===== config.mk =====
export PLATFORM = sky130hd
export DESIGN_NAME = udp_tx_arbiter_flat
export DESIGN_NICKNAME = d
export VERILOG_FILES = /design/src/rtl/udp_tx_arbiter_if.sv /design/src/rtl/udp_tx_arbiter.sv /design/src/flat_wrapper.sv
export SDC_FILE = /design/constraint.sdc
export NUM_CORES = 1
export LEC_CHECK = 0
export ABC_CLOCK_PERIOD_IN_PS = 4500
export CAP_MARGIN = 25
export CORE_MARGIN = 2
export CORE_UTILIZATION = 30
export DETAILED_ROUTE_END_ITERATION = 8
export PLACE_DENSITY = 0.65
export SYNTH_ARGS = -nofsm -noshare
export SYNTH_HDL_FRONTEND = slang
export SYNTH_SLANG_ARGS = --single-unit
export TNS_END_PERCENT = 100

===== constraint.sdc =====
create_clock -name sys_clk -period 4.5 [get_ports sys_clk]
set_clock_uncertainty 0.05 [all_clocks]
set_input_delay 0.45 -clock sys_clk [delete_from_list [all_inputs] [get_ports sys_clk]]
set_output_delay 0.45 -clock sys_clk [all_outputs]
set_load 0.05 [all_outputs]

===== src/rtl/udp_tx_arbiter_if.sv =====
// Signal bundle between the two camera packetizers, the TX arbiter and the UDP core.
// master = arbiter side, slave = packetizers plus UDP core.
interface udp_tx_arbiter_if;
    logic [1:0]  src_req;
    logic [15:0] src_len0;
    logic [15:0] src_len1;
    logic [31:0] src_data0;
    logic [31:0] src_data1;
    logic [1:0]  src_ack;
    logic [1:0]  src_rd_en;
    logic [1:0]  src_done;
    logic        tx_start_en;
    logic [15:0] tx_byte_num;
    logic        tx_ch_id;
    logic        tx_req;
    logic [31:0] tx_data;
    logic        tx_done;
    logic        busy;
    logic        err_len;
    logic        err_timeout;

    modport master (
        input  src_req, src_len0, src_len1, src_data0, src_data1, tx_req, tx_done,
        output src_ack, src_rd_en, src_done, tx_start_en, tx_byte_num, tx_ch_id,
               tx_data, busy, err_len, err_timeout
    );

    modport slave (
        output src_req, src_len0, src_len1, src_data0, src_data1, tx_req, tx_done,
        input  src_ack, src_rd_en, src_done, tx_start_en, tx_byte_num, tx_ch_id,
               tx_data, busy, err_len, err_timeout
    );
endinterface


===== src/rtl/udp_tx_arbiter.sv =====
// Round-robin arbiter sharing one UDP TX engine between two camera channels.
// Optional BUSY watchdog: define ARB_TIMEOUT_EN.
module udp_tx_arbiter #(
    parameter int IPG_CYCLES     = 16,
    parameter int MAX_LEN        = 1472,
    parameter int TIMEOUT_CYCLES = 65535
) (
    input  logic             sys_clk,
    input  logic             sys_rst,
    udp_tx_arbiter_if.master bus,
    output logic [1:0]       dbg_state
);
    // Handshakes: src_req is a level held until the one-cycle src_ack (launch or drop);
    // src_rd_en/tx_data follow tx_req in the same cycle; tx_done and src_done are single-cycle pulses.
    typedef enum logic [1:0] {
        ST_IDLE  = 2'd0,
        ST_START = 2'd1,
        ST_BUSY  = 2'd2,
        ST_GAP   = 2'd3
    } state_t;

    localparam logic [15:0] MAX_LEN_L = 16'(MAX_LEN);
    localparam logic [15:0] IPG_L     = 16'(IPG_CYCLES);

    state_t      state, state_next;
    logic        last_grant;
    logic        grant;
    logic [15:0] byte_num_q;
    logic [15:0] gap_cnt;
    logic [1:0]  ack_drop_q;
    logic [1:0]  done_q;
    logic        err_len_q;
    logic        err_to_q;
    logic        pick;
    logic [15:0] pick_len;
    logic        len_ok;
    logic        accept;
    logic        timeout_hit;
    logic        pkt_end;

    // Requests are ignored in the cycle a drop is acknowledged, so the dropped level is not re-sampled.
    always_comb begin
        pick = 1'b0;
        if (bus.src_req == 2'b10)
            pick = 1'b1;
        else if (bus.src_req == 2'b11)
            pick = ~last_grant;
        pick_len = pick ? bus.src_len1 : bus.src_len0;
        len_ok   = (pick_len != 16'd0) && (pick_len <= MAX_LEN_L);
        accept   = (state == ST_IDLE) && (|bus.src_req) && (ack_drop_q == 2'b00);
        pkt_end  = (state == ST_BUSY) && (bus.tx_done || timeout_hit);
    end

`ifdef ARB_TIMEOUT_EN
    localparam logic [15:0] TIMEOUT_L = 16'(TIMEOUT_CYCLES);
    logic [15:0] to_cnt;

    always_ff @(posedge sys_clk) begin
        if (sys_rst)
            to_cnt <= '0;
        else if (state == ST_START)
            to_cnt <= '0;
        else if (state == ST_BUSY)
            to_cnt <= to_cnt + 16'd1;
    end

    assign timeout_hit = (to_cnt == TIMEOUT_L) && !bus.tx_done;

    always_ff @(posedge sys_clk) begin
        if (sys_rst)
            err_to_q <= 1'b0;
        else
            err_to_q <= (state == ST_BUSY) && timeout_hit;
    end
`else
    assign timeout_hit = 1'b0;
    assign err_to_q    = 1'b0;
`endif

    always_ff @(posedge sys_clk) begin
        if (sys_rst)
            state <= ST_IDLE;
        else
            state <= state_next;
    end

    always_comb begin
        state_next = state;
        case (state)
            ST_IDLE:  if (accept && len_ok) state_next = ST_START;
            ST_START: state_next = ST_BUSY;
            ST_BUSY:  if (pkt_end) state_next = (IPG_CYCLES == 0) ? ST_IDLE : ST_GAP;
            ST_GAP:   if (gap_cnt <= 16'd1) state_next = ST_IDLE;
            default:  state_next = ST_IDLE;
        endcase
    end

    always_comb begin
        bus.tx_start_en = (state == ST_START);
        bus.busy        = (state != ST_IDLE);
        bus.src_ack     = ack_drop_q;
        bus.src_rd_en   = 2'b00;
        bus.tx_data     = 32'd0;
        if (state == ST_START)
            bus.src_ack[grant] = 1'b1;
        if (state == ST_BUSY) begin
            bus.src_rd_en[grant] = bus.tx_req;
            bus.tx_data          = grant ? bus.src_data1 : bus.src_data0;
        end
        bus.src_done    = done_q;
        bus.err_len     = err_len_q;
        bus.err_timeout = err_to_q;
        bus.tx_byte_num = byte_num_q;
        bus.tx_ch_id    = grant;
    end

    assign dbg_state = state;

    // last_grant starts at 1 so channel 0 wins the first tie; illegal requests still rotate it.
    always_ff @(posedge sys_clk) begin
        if (sys_rst) begin
            last_grant <= 1'b1;
            grant      <= 1'b0;
            byte_num_q <= '0;
            gap_cnt    <= '0;
            ack_drop_q <= '0;
            done_q     <= '0;
            err_len_q  <= 1'b0;
        end else begin
            ack_drop_q <= 2'b00;
            done_q     <= 2'b00;
            err_len_q  <= 1'b0;
            if (accept) begin
                last_grant <= pick;
                if (len_ok) begin
                    grant      <= pick;
                    byte_num_q <= pick_len;
                end else begin
                    ack_drop_q[pick] <= 1'b1;
                    err_len_q        <= 1'b1;
                end
            end
            if (pkt_end) begin
                done_q[grant] <= 1'b1;
                gap_cnt       <= IPG_L;
            end else if (state == ST_GAP) begin
                gap_cnt <= gap_cnt - 16'd1;
            end
        end
    end
endmodule


===== src/flat_wrapper.sv =====
// flat-port wrapper written by rule: the top's interface ports become plain ports
module udp_tx_arbiter_flat 
#(
    parameter int IPG_CYCLES     = 16,
    parameter int MAX_LEN        = 1472,
    parameter int TIMEOUT_CYCLES = 65535
)
  (sys_clk, sys_rst, dbg_state, bus_src_req, bus_src_len0, bus_src_len1, bus_src_data0, bus_src_data1, bus_tx_req, bus_tx_done, bus_src_ack, bus_src_rd_en, bus_src_done, bus_tx_start_en, bus_tx_byte_num, bus_tx_ch_id, bus_tx_data, bus_busy, bus_err_len, bus_err_timeout);
  udp_tx_arbiter_if bus_i ();
  input  logic sys_clk;
  input  logic sys_rst;
  output logic [1:0] dbg_state;
  input wire logic [$bits(bus_i.src_req)-1:0] bus_src_req;
  input wire logic [$bits(bus_i.src_len0)-1:0] bus_src_len0;
  input wire logic [$bits(bus_i.src_len1)-1:0] bus_src_len1;
  input wire logic [$bits(bus_i.src_data0)-1:0] bus_src_data0;
  input wire logic [$bits(bus_i.src_data1)-1:0] bus_src_data1;
  input wire logic [$bits(bus_i.tx_req)-1:0] bus_tx_req;
  input wire logic [$bits(bus_i.tx_done)-1:0] bus_tx_done;
  output wire logic [$bits(bus_i.src_ack)-1:0] bus_src_ack;
  output wire logic [$bits(bus_i.src_rd_en)-1:0] bus_src_rd_en;
  output wire logic [$bits(bus_i.src_done)-1:0] bus_src_done;
  output wire logic [$bits(bus_i.tx_start_en)-1:0] bus_tx_start_en;
  output wire logic [$bits(bus_i.tx_byte_num)-1:0] bus_tx_byte_num;
  output wire logic [$bits(bus_i.tx_ch_id)-1:0] bus_tx_ch_id;
  output wire logic [$bits(bus_i.tx_data)-1:0] bus_tx_data;
  output wire logic [$bits(bus_i.busy)-1:0] bus_busy;
  output wire logic [$bits(bus_i.err_len)-1:0] bus_err_len;
  output wire logic [$bits(bus_i.err_timeout)-1:0] bus_err_timeout;
  assign bus_i.src_req = bus_src_req;
  assign bus_i.src_len0 = bus_src_len0;
  assign bus_i.src_len1 = bus_src_len1;
  assign bus_i.src_data0 = bus_src_data0;
  assign bus_i.src_data1 = bus_src_data1;
  assign bus_i.tx_req = bus_tx_req;
  assign bus_i.tx_done = bus_tx_done;
  assign bus_src_ack = bus_i.src_ack;
  assign bus_src_rd_en = bus_i.src_rd_en;
  assign bus_src_done = bus_i.src_done;
  assign bus_tx_start_en = bus_i.tx_start_en;
  assign bus_tx_byte_num = bus_i.tx_byte_num;
  assign bus_tx_ch_id = bus_i.tx_ch_id;
  assign bus_tx_data = bus_i.tx_data;
  assign bus_busy = bus_i.busy;
  assign bus_err_len = bus_i.err_len;
  assign bus_err_timeout = bus_i.err_timeout;
  udp_tx_arbiter #(.IPG_CYCLES(IPG_CYCLES), .MAX_LEN(MAX_LEN), .TIMEOUT_CYCLES(TIMEOUT_CYCLES)) u_core (.sys_clk(sys_clk), .sys_rst(sys_rst), .bus(bus_i), .dbg_state(dbg_state));
endmodule

==> results.toml, run 1 <==
[synthesis]
yosysSeqAreaShare_pct = 31.2
synthMuxAreaShare_pct = 17.5
yosys.area_share.xor_xnor_pct = 4.00
synthTopCellsByArea = "dfxtp_1 (31%), mux2i_1 (18%), nor2b_1 (7.8%)"
synth_compound_area_share_pct = 15.0
synthTopCellsByCount = "mux2i_1 (46), dfxtp_1 (41), nor2b_1 (33), nor2_1 (24), a21oi_1 (16)"
synth_adder_area_share_pct = 2.85
synth_area_leader_cell = "dfxtp_1"
ys_ff_latch = 41
yosys_warnings = 0
synth_top_family_by_area = "simple AND/OR/NAND/NOR gates"
synthCells = 288
yosysTopAreaCellShare_pct = 31.2
avgSynthCellArea_um2 = 9.13
synth_edf_count = 0
synthFlopType = "dfxtp_1"
async_flop_share_pct = 0
synthMostInstantiatedCell = "mux2i_1"
netlist_area_um2 = 2630
synth_cell_types = 47
syn-num-nets = 396
synth-simple-area-share_pct = 23.7

[worst_setup_path]
worstSetupStartpointType = "input pin"
arrival_ns = 3.03
crit_fanout = 22
worstPathRequired_ns = 4.66
endpoint_kind = "flip-flop"
r2r_start = "u_core.dbg_state[0]"
r2r_slack_ns = 1.81
crit_type = "in2reg"
r2r_end = "u_core.bus.tx_byte_num[5]"
reg2reg_depth = 7

[floorplan]
row_count = 34
die_area_um2 = 9530
die_h_um = 97.6
initial_core_util_pct = 30.6
die_x_um = 97.6
core_um2 = 8590
pin_count = 163

[sta]
slew_headroom_pct = 41.2
tns_ns = 0
worst_slew_pin_slew_ns = 0.879
fmax_mhz = 348
final_hold_viol_count = 0
setup_viol = 0
period_needed_ns = 2.87
drv_slew = 0
post-route-period-util_pct = 63.8
rsz0062_at_grt = "no"

[clock_network]
hold_buffers = 0
cts_max_path_buffers = 2
post_cts_buffers = 0
ctsResizeCount = 0
cts-htree-levels = 2
numCtsBuffers = 5
cts_tree = "yes"
clkLatencyLatePin_ns = 0.30
cts-root-buf = "clkbuf_8"
cts.sinks = 41
path_clk_slew_ns = 0.08

[finish]
fillers = 837
antenna_cells = 0
drive_gt1_share_pct = 8.13
final_area_um2 = 4440
syn2layout_area_growth_pct = 68.7
layout.nets = 550

[global_routing]
grt_pass1_wl_um = 13000
antenna_found_initial = 0
overflow = 0
grt_max_degree = 37
grt_pass1_vias = 2603
grt_util_all_layers_pct = 16.6

[route]
vias_per_cell = 4.82
dr.first_iter.drc_count = 50
routedWlPerCell_um = 14.8
drcViolationCount = 0
dr.pass1.iters = 4
vias = 2656
totalWireLength_um = 8160
drtAntennaViolNets = 0

[worst_hold_path]
hold_class = "reg2reg"
hold_depth = 2
min_to = "u_core.gap_cnt[7]"
hold_path_startpoint = "u_core.gap_cnt[7]"

[run_status]
status = "complete, no violations"

[placed_design]
port_buffers = 161
gp_congestion = 0.814
placedInstanceArea_um2 = 4310
post-dp-hpwl_um = 6540

[power]
peakVddDrop_mv = 0.110
p_per_area_nw_per_um2 = 200
p_leak_nw = 1.55

[job]
maxCapViolCount = 0
==> flip-flops by register name, indices dropped and copies added, names as in the netlist <==
register / flops
u_core.ack_drop_q: 2
u_core.bus.err_len: 1
u_core.bus.src_done: 2
u_core.bus.tx_byte_num: 16
u_core.bus.tx_ch_id: 1
u_core.dbg_state: 2
u_core.gap_cnt: 16
u_core.last_grant: 1
==> area by class of cell <==
type / instances / area (µm²) / share of cell area (%)
timing repair buffer: 165 / 1660 / 37.5
multi-input combinational: 219 / 1670 / 37.5
clock buffer: 5 / 68.8 / 1.55
sequential: 41 / 822 / 18.5
clock inverter: 3 / 46.3 / 1.04
inverter: 10 / 37.5 / 0.846
tap: 108 / 135 / 3.05
==> per-stage QoR <==
stage | setup slack [ns] | util, % | hold WS (ns) | cells | power [mW]
2_1_floorplan | 1.60 | - | 0.387 | 288 | 0.476
3_3_place_gp | 1.39 | 49.9 | 0.397 | 541 | 0.590
3_5_place_dp | 1.32 | 50.1 | 0.416 | 542 | 0.593
4_1_cts | 1.16 | 51.5 | 0.428 | 550 | 0.893
5_1_grt | 1.50 | 51.6 | 0.457 | 551 | 0.923
6_report | 1.63 | 51.6 | 0.429 | 551 | 0.885
==> layer usage <==
layer | vias up | wire, µm | global-route usage [%]
li1 | 1327 | - | -
met1 | 1225 | 3550 | 20.2
met2 | 95 | 4010 | 29.4
met3 | 9 | 515 | 4.53
met4 | 0 | 75 | 2.99
met5 | - | 0 | 0
==> worst max path at each step <==
stage,depth (start not counted),from,end,slack [ns]
after global routing,8,bus_src_req[1],u_core.dbg_state[0],1.50
final,8,bus_src_req[1],u_core.dbg_state[0],1.63
after CTS,5,u_core.dbg_state[0],bus_src_rd_en[1],1.16
after global placement,7,bus_src_len0[5],u_core.dbg_state[0],1.39
after floorplan,4,u_core.bus.tx_ch_id,bus_tx_data[10],1.60
after detailed placement,8,bus_src_req[1],u_core.dbg_state[0],1.32
==> kinds of logic (layout without fill, tap and decap cells) <==
logic type	count (synthesis)	in the layout
multiplexers	46	46
AND/OR/NAND/NOR	107	107
other	1	1
XOR/XNOR	12	12
buffers and inverters	28	183
adder cells (fa/ha/maj)	6	6
AO/OA/AOI/OAI	47	47
flip-flops	41	41
==> worst max-delay path, stage by stage <==
cell and delay (ns):
clkdlybuf4s50_1 0.44, a21boi_2 0.18, buf_4 0.23, or4_4 0.53, and3_1 0.21, o21ai_2 0.46
o2111ai_2 0.20, a221oi_2 0.31
==> report_power, final <==
group / internal [mW] / total [mW] / switching (mW) / leakage [nW]
Clock: 0.166 / 0.302 / 0.136 / 0.0543
Sequential: 0.369 / 0.374 / 0.00472 / 0.332
Combinational: 0.118 / 0.210 / 0.0917 / 1.16
==> cells in the final DEF, fill, tap and decap left out, types with 6 or more instances in the layout <==
master           count
a21oi_1             16
inv_1               10
dfxtp_1             40
a211oi_1             7
nand2_1             12
mux2i_1             46
nor3_1               9
ha_1                 6
clkdlybuf4s50_1    161
nor2b_1             33
nor2_1              24
nor4_1               6
xnor2_1              9
Note: power is estimated with default switching activity, not from simulation.
==> run 2, diff against run 1 <==
Settings changed: ABC_CLOCK_PERIOD_IN_PS 4500 to 2300, PLACE_DENSITY 0.65 to 0.68.
Clock period 4.5 ns to 2.3 ns, I/O delays scaled along.
==> run 2 against run 1 <==
Routed wire length grew 6.0%. Global-route usage increased by 1.6 points. Core utilization is 6.7 points higher. Flip-flop and latch count did not move. Sequential share of layout area down 2.0 points. Cell count up 2.5%. Critical path type unchanged.
==> results.toml, run 2 (same netlist as run 1, synthesis figures left out) <==
[worst_setup_path]
cpPeakStageDelay_ns = 0.51
r2r_end = "u_core.gap_cnt[11]"
endpoint_kind = "flip-flop"
crit_fanout = 6
r2r_slack_ns = 0.24
crit_slowest_cell = "or4_1"
arrival_ns = 2.37
worstSetupStartpointType = "input pin"
crit_type = "in2reg"
path_cells = "dlygate4sd2_1, or4_1, or4_4, a221oi_4, o21a_4, nor2_4, buf_4, a211oi_1"
r2r_start = "u_core.gap_cnt[4]"
worstPathRequired_ns = 2.46
reg2reg_depth = 5

[finish]
utilization_pct = 58.3
antenna_cells = 0
drive_gt1_share_pct = 26.0
layout_common_cells = "clkdlybuf4s50_1 (120), mux2i_1 (46), dfxtp_1 (38)"
final_area_um2 = 5010
syn2layout_area_growth_pct = 90.5
layout_commonest_cell = "clkdlybuf4s50_1"
fillers = 716
layout.nets = 564

[clock_network]
cts_tree = "yes"
cts_max_path_buffers = 2
path_clk_slew_ns = 0.08
clkLatencyLatePin_ns = 0.29
cts.sinks = 41
cts-htree-levels = 2
cts-root-buf = "clkbuf_8"
numCtsBuffers = 5

[placed_design]
port_buffers = 161
post-dp-hpwl_um = 7200
placedInstanceArea_um2 = 4840
gp_congestion = 0.811

[sta]
period_needed_ns = 2.21
whs_ns = 0.389
post-route-period-util_pct = 96.1
drv_slew = 0
slew_headroom_pct = 62.2
rsz0062_at_grt = "no"
tns_ns = 0
fmax_mhz = 452
final_hold_viol_count = 0
worst_slew_pin_slew_ns = 0.565
setup_viol = 0

[worst_hold_path]
hold_class = "in2reg"
hold_depth = 3
hold_path_startpoint = "bus_src_len0[4]"
min_to = "u_core.bus.tx_byte_num[4]"

[route]
drcViolationCount = 0
drtAntennaViolNets = 0
dr.pass1.iters = 4
vias_per_cell = 4.81
routedWlPerCell_um = 15.3
totalWireLength_um = 8650
vias = 2716
dr.first_iter.drc_count = 56

[power]
power_mw = 1.73
p_per_area_nw_per_um2 = 345
p_leak_nw = 1.81
peakVddDrop_mv = 0.284

[job]
maxCapViolCount = 0

[global_routing]
antenna_found_initial = 0
grt_util_all_layers_pct = 18.2
overflow = 0
grt_pass1_vias = 2885
grt_pass1_wl_um = 14100
grt_max_degree = 34

[run_status]
status = "complete, no violations"

[floorplan]
die_x_um = 97.6
core_um2 = 8590
die_area_um2 = 9530
initial_core_util_pct = 30.6
die_h_um = 97.6
row_count = 34
pin_count = 163
## run 2: changes by cell type in the layout (fill, tap and decap cells not counted), sizes merged
cell | before | now
clkbuf | 5 | 8
clkdlybuf4s50 | 161 | 120
clkinv | 1 | 0
dlygate4sd2 | 0 | 4
bufinv | 1 | 0
clkinvlp | 1 | 0
buf | 4 | 55
## run 2: area by class of cell
cell class                      instances  area [µm²]  area share, %
Multi-Input combinational cell        219        1800           36.0
Inverter                               10        37.5          0.749
Tap cell                              108         135           2.70
Timing Repair Buffer                  179        2090           41.8
Sequential cell                        41         827           16.5
Clock buffer                            8         111           2.22
## run 2: power breakdown
part           internal, mW  switching [mW]
Sequential            0.721          0.0106
Combinational         0.254           0.194
Clock                 0.310           0.240
Total                  1.28           0.444
## run 2: how the worst max path moves through the flow
stage,start,endpoint,slack [ns],cells past startpoint
3_3_place_gp,bus_src_len0[5],u_core.bus.tx_byte_num[5],-0.49,7
2_1_floorplan,u_core.bus.tx_ch_id,bus_tx_data[10],-0.15,4
3_5_place_dp,bus_src_len0[5],u_core.bus.tx_byte_num[5],-0.55,7
4_1_cts,u_core.gap_cnt[8],u_core.dbg_state[0],0.006,5
5_1_grt,bus_src_len0[3],u_core.bus.tx_byte_num[2],0.02,8
6_report,bus_src_len0[3],u_core.bus.tx_byte_num[1],0.09,8
## run 2: critical path: cells and delay by family
family                 cells  cell delay [ns]
buffers and inverters      2             0.41
AO/OA/AOI/OAI              3             0.71
AND/OR/NAND/NOR            3             1.01
## run 2: metal layers
layer  routed length, µm  vias to the layer above  GRT usage [%]
met5                   0                        -              0
met4                 146                        0           4.38
met3                 607                       12           5.32
met2                4600                      102           33.7
met1                3290                     1247           20.4
li1                    -                     1355              -
## run 2: repair_timing
item                       in CTS  in global routing
setup endpoints to repair      21                 18
hold endpoints to repair        0                  0
hold buffers                    0                  0
setup buffers                   3                  0
gates resized for setup         6                  7
pin swaps                       6                  5
## run 2: metrics by stage
stage	cells	worst slack (ns)
3_3_place_gp	554	-0.487
2_1_floorplan	288	-0.150
6_report	565	0.0893
5_1_grt	565	0.0204
3_5_place_dp	554	-0.549
4_1_cts	565	0.00610
==> RTL edit: new RTL, flow settings as in run 2 <==
The option `ARB_TIMEOUT_EN` is turned on by a define.
--- a/src/rtl/udp_tx_arbiter.sv
+++ b/src/rtl/udp_tx_arbiter.sv
@@ -1,4 +1,6 @@
 // Round-robin arbiter sharing one UDP TX engine between two camera channels.
 // Optional BUSY watchdog: define ARB_TIMEOUT_EN.
+`define ARB_TIMEOUT_EN
+
 module udp_tx_arbiter #(
     parameter int IPG_CYCLES     = 16,
Formal check against the unedited RTL: no difference found for any inputs over 10 cycles, from zero or initial values and one cycle with sys_rst high; that may be too few to reach the edited logic, so the function may still have changed.
==> RTL edit against run 2 <==
Power up 51%; design area up 15%; area after synthesis up 22%; worst setup slack better by 11 ps; synthesized cell count up 31%; register-to-register slack worse by 140 ps; wire length up 15%; sequential cell count up 17; highest routed layer unchanged.
==> RTL edit: results <==
group,metric,value,unit
power_and_ir_drop,comb-power,749,uW
cells_and_area,post-route-util,0.560,
clock_network,cts_made_buffers,9,
critical_path,r2r_start,"u_core.gap_cnt[8]",
placement,port_buffers,162,
global_routing,met2_usage,0.315,
power_and_ir_drop,p_leak,0.00202,uW
power_and_ir_drop,vdd_drop_max,0.000386,V
synthesis,syn_inst,378,
power_and_ir_drop,p_comb_frac,0.288,
clock_network,path_clk_slew,60,ps
critical_path,crit_fanout,4,
outcome,run_status,"finished clean",
clock_network,cts_setup_buffers,0,
route,routed_wl,9950,um
global_routing,grt_use_met1,0.208,
synthesis,yosys.cell_types.count,49,
cells_and_area,regArea,1170,um2
cells_and_area,buffers,183,
hold_path,min_from,"u_core.bus.tx_byte_num[14]",
clock_network,insertion_delay,330,ps
power_and_ir_drop,p_int,1820,uW
critical_path,worstRegToRegCells,6,
cells_and_area,nets,662,
cells_and_area,drive_gt1_frac,0.220,
critical_path,cp_slowest_cell,"or4_4",
global_routing,grt_pass1_vias,3411,
critical_path,cp_slowest_stage_delay,530,ps
synthesis,synth_commonest_cells,"dfxtp_1, nor2_1, mux2i_1, nand2_1, nor2b_1",
global_routing,grt_pass1_wl,16500,um
critical_path,r2r_end,"u_core.dbg_state[0]",
cells_and_area,fill_cells,915,
cells_and_area,nClkBuffers,11,
cells_and_area,clkCellAreaFrac,0.0294,
floorplan,num_rows,37,
power_and_ir_drop,p_seq,1050,uW
sta,hold_ws,420,ps
placement,dp_hpwl,7920,um
synthesis,syn-num-nets,487,
clock_network,htreeDepth,3,
placement,gp_congestion,0.877,
cells_and_area,instances_no_fill,694,
critical_path,cp.arrival,2390,ps
hold_path,holdCritPathClass,"register to register",
cells_and_area,inverters_excl_clock,9,
global_routing,grt_util_all_layers,0.178,
sta,finalCritPeriodShare,0.956,
RTL edit: cell count changes after synthesis, moves of 4 or more:
cell | before | now
nor2_1 | 24 | 47
xor2_1 | 3 | 14
mux2i_1 | 46 | 34
nand4_1 | 0 | 7
a311oi_1 | 0 | 10
dfxtp_1 | 41 | 58
a211oi_1 | 7 | 2
nand2_1 | 12 | 33
nor3b_2 | 5 | 0
clkbuf_1 | 10 | 15
a211oi_2 | 5 | 1
xnor2_1 | 9 | 13
RTL edit: logic make-up after synthesis:
family | count (synthesis) | share of synthesized area
AO/OA/AOI/OAI | 52 | 0.116
multiplexers | 34 | 0.106
AND/OR/NAND/NOR | 172 | 0.280
XOR/XNOR | 27 | 0.0738
flip-flops | 58 | 0.362
buffers and inverters | 28 | 0.0332
adder cells (fa/ha/maj) | 7 | 0.0273
RTL edit: metal layers:
metal,share of wire,routed length (um)
met5,0,0
met4,0.017,172
met3,0.066,659
met2,0.51,5040
met1,0.41,4080
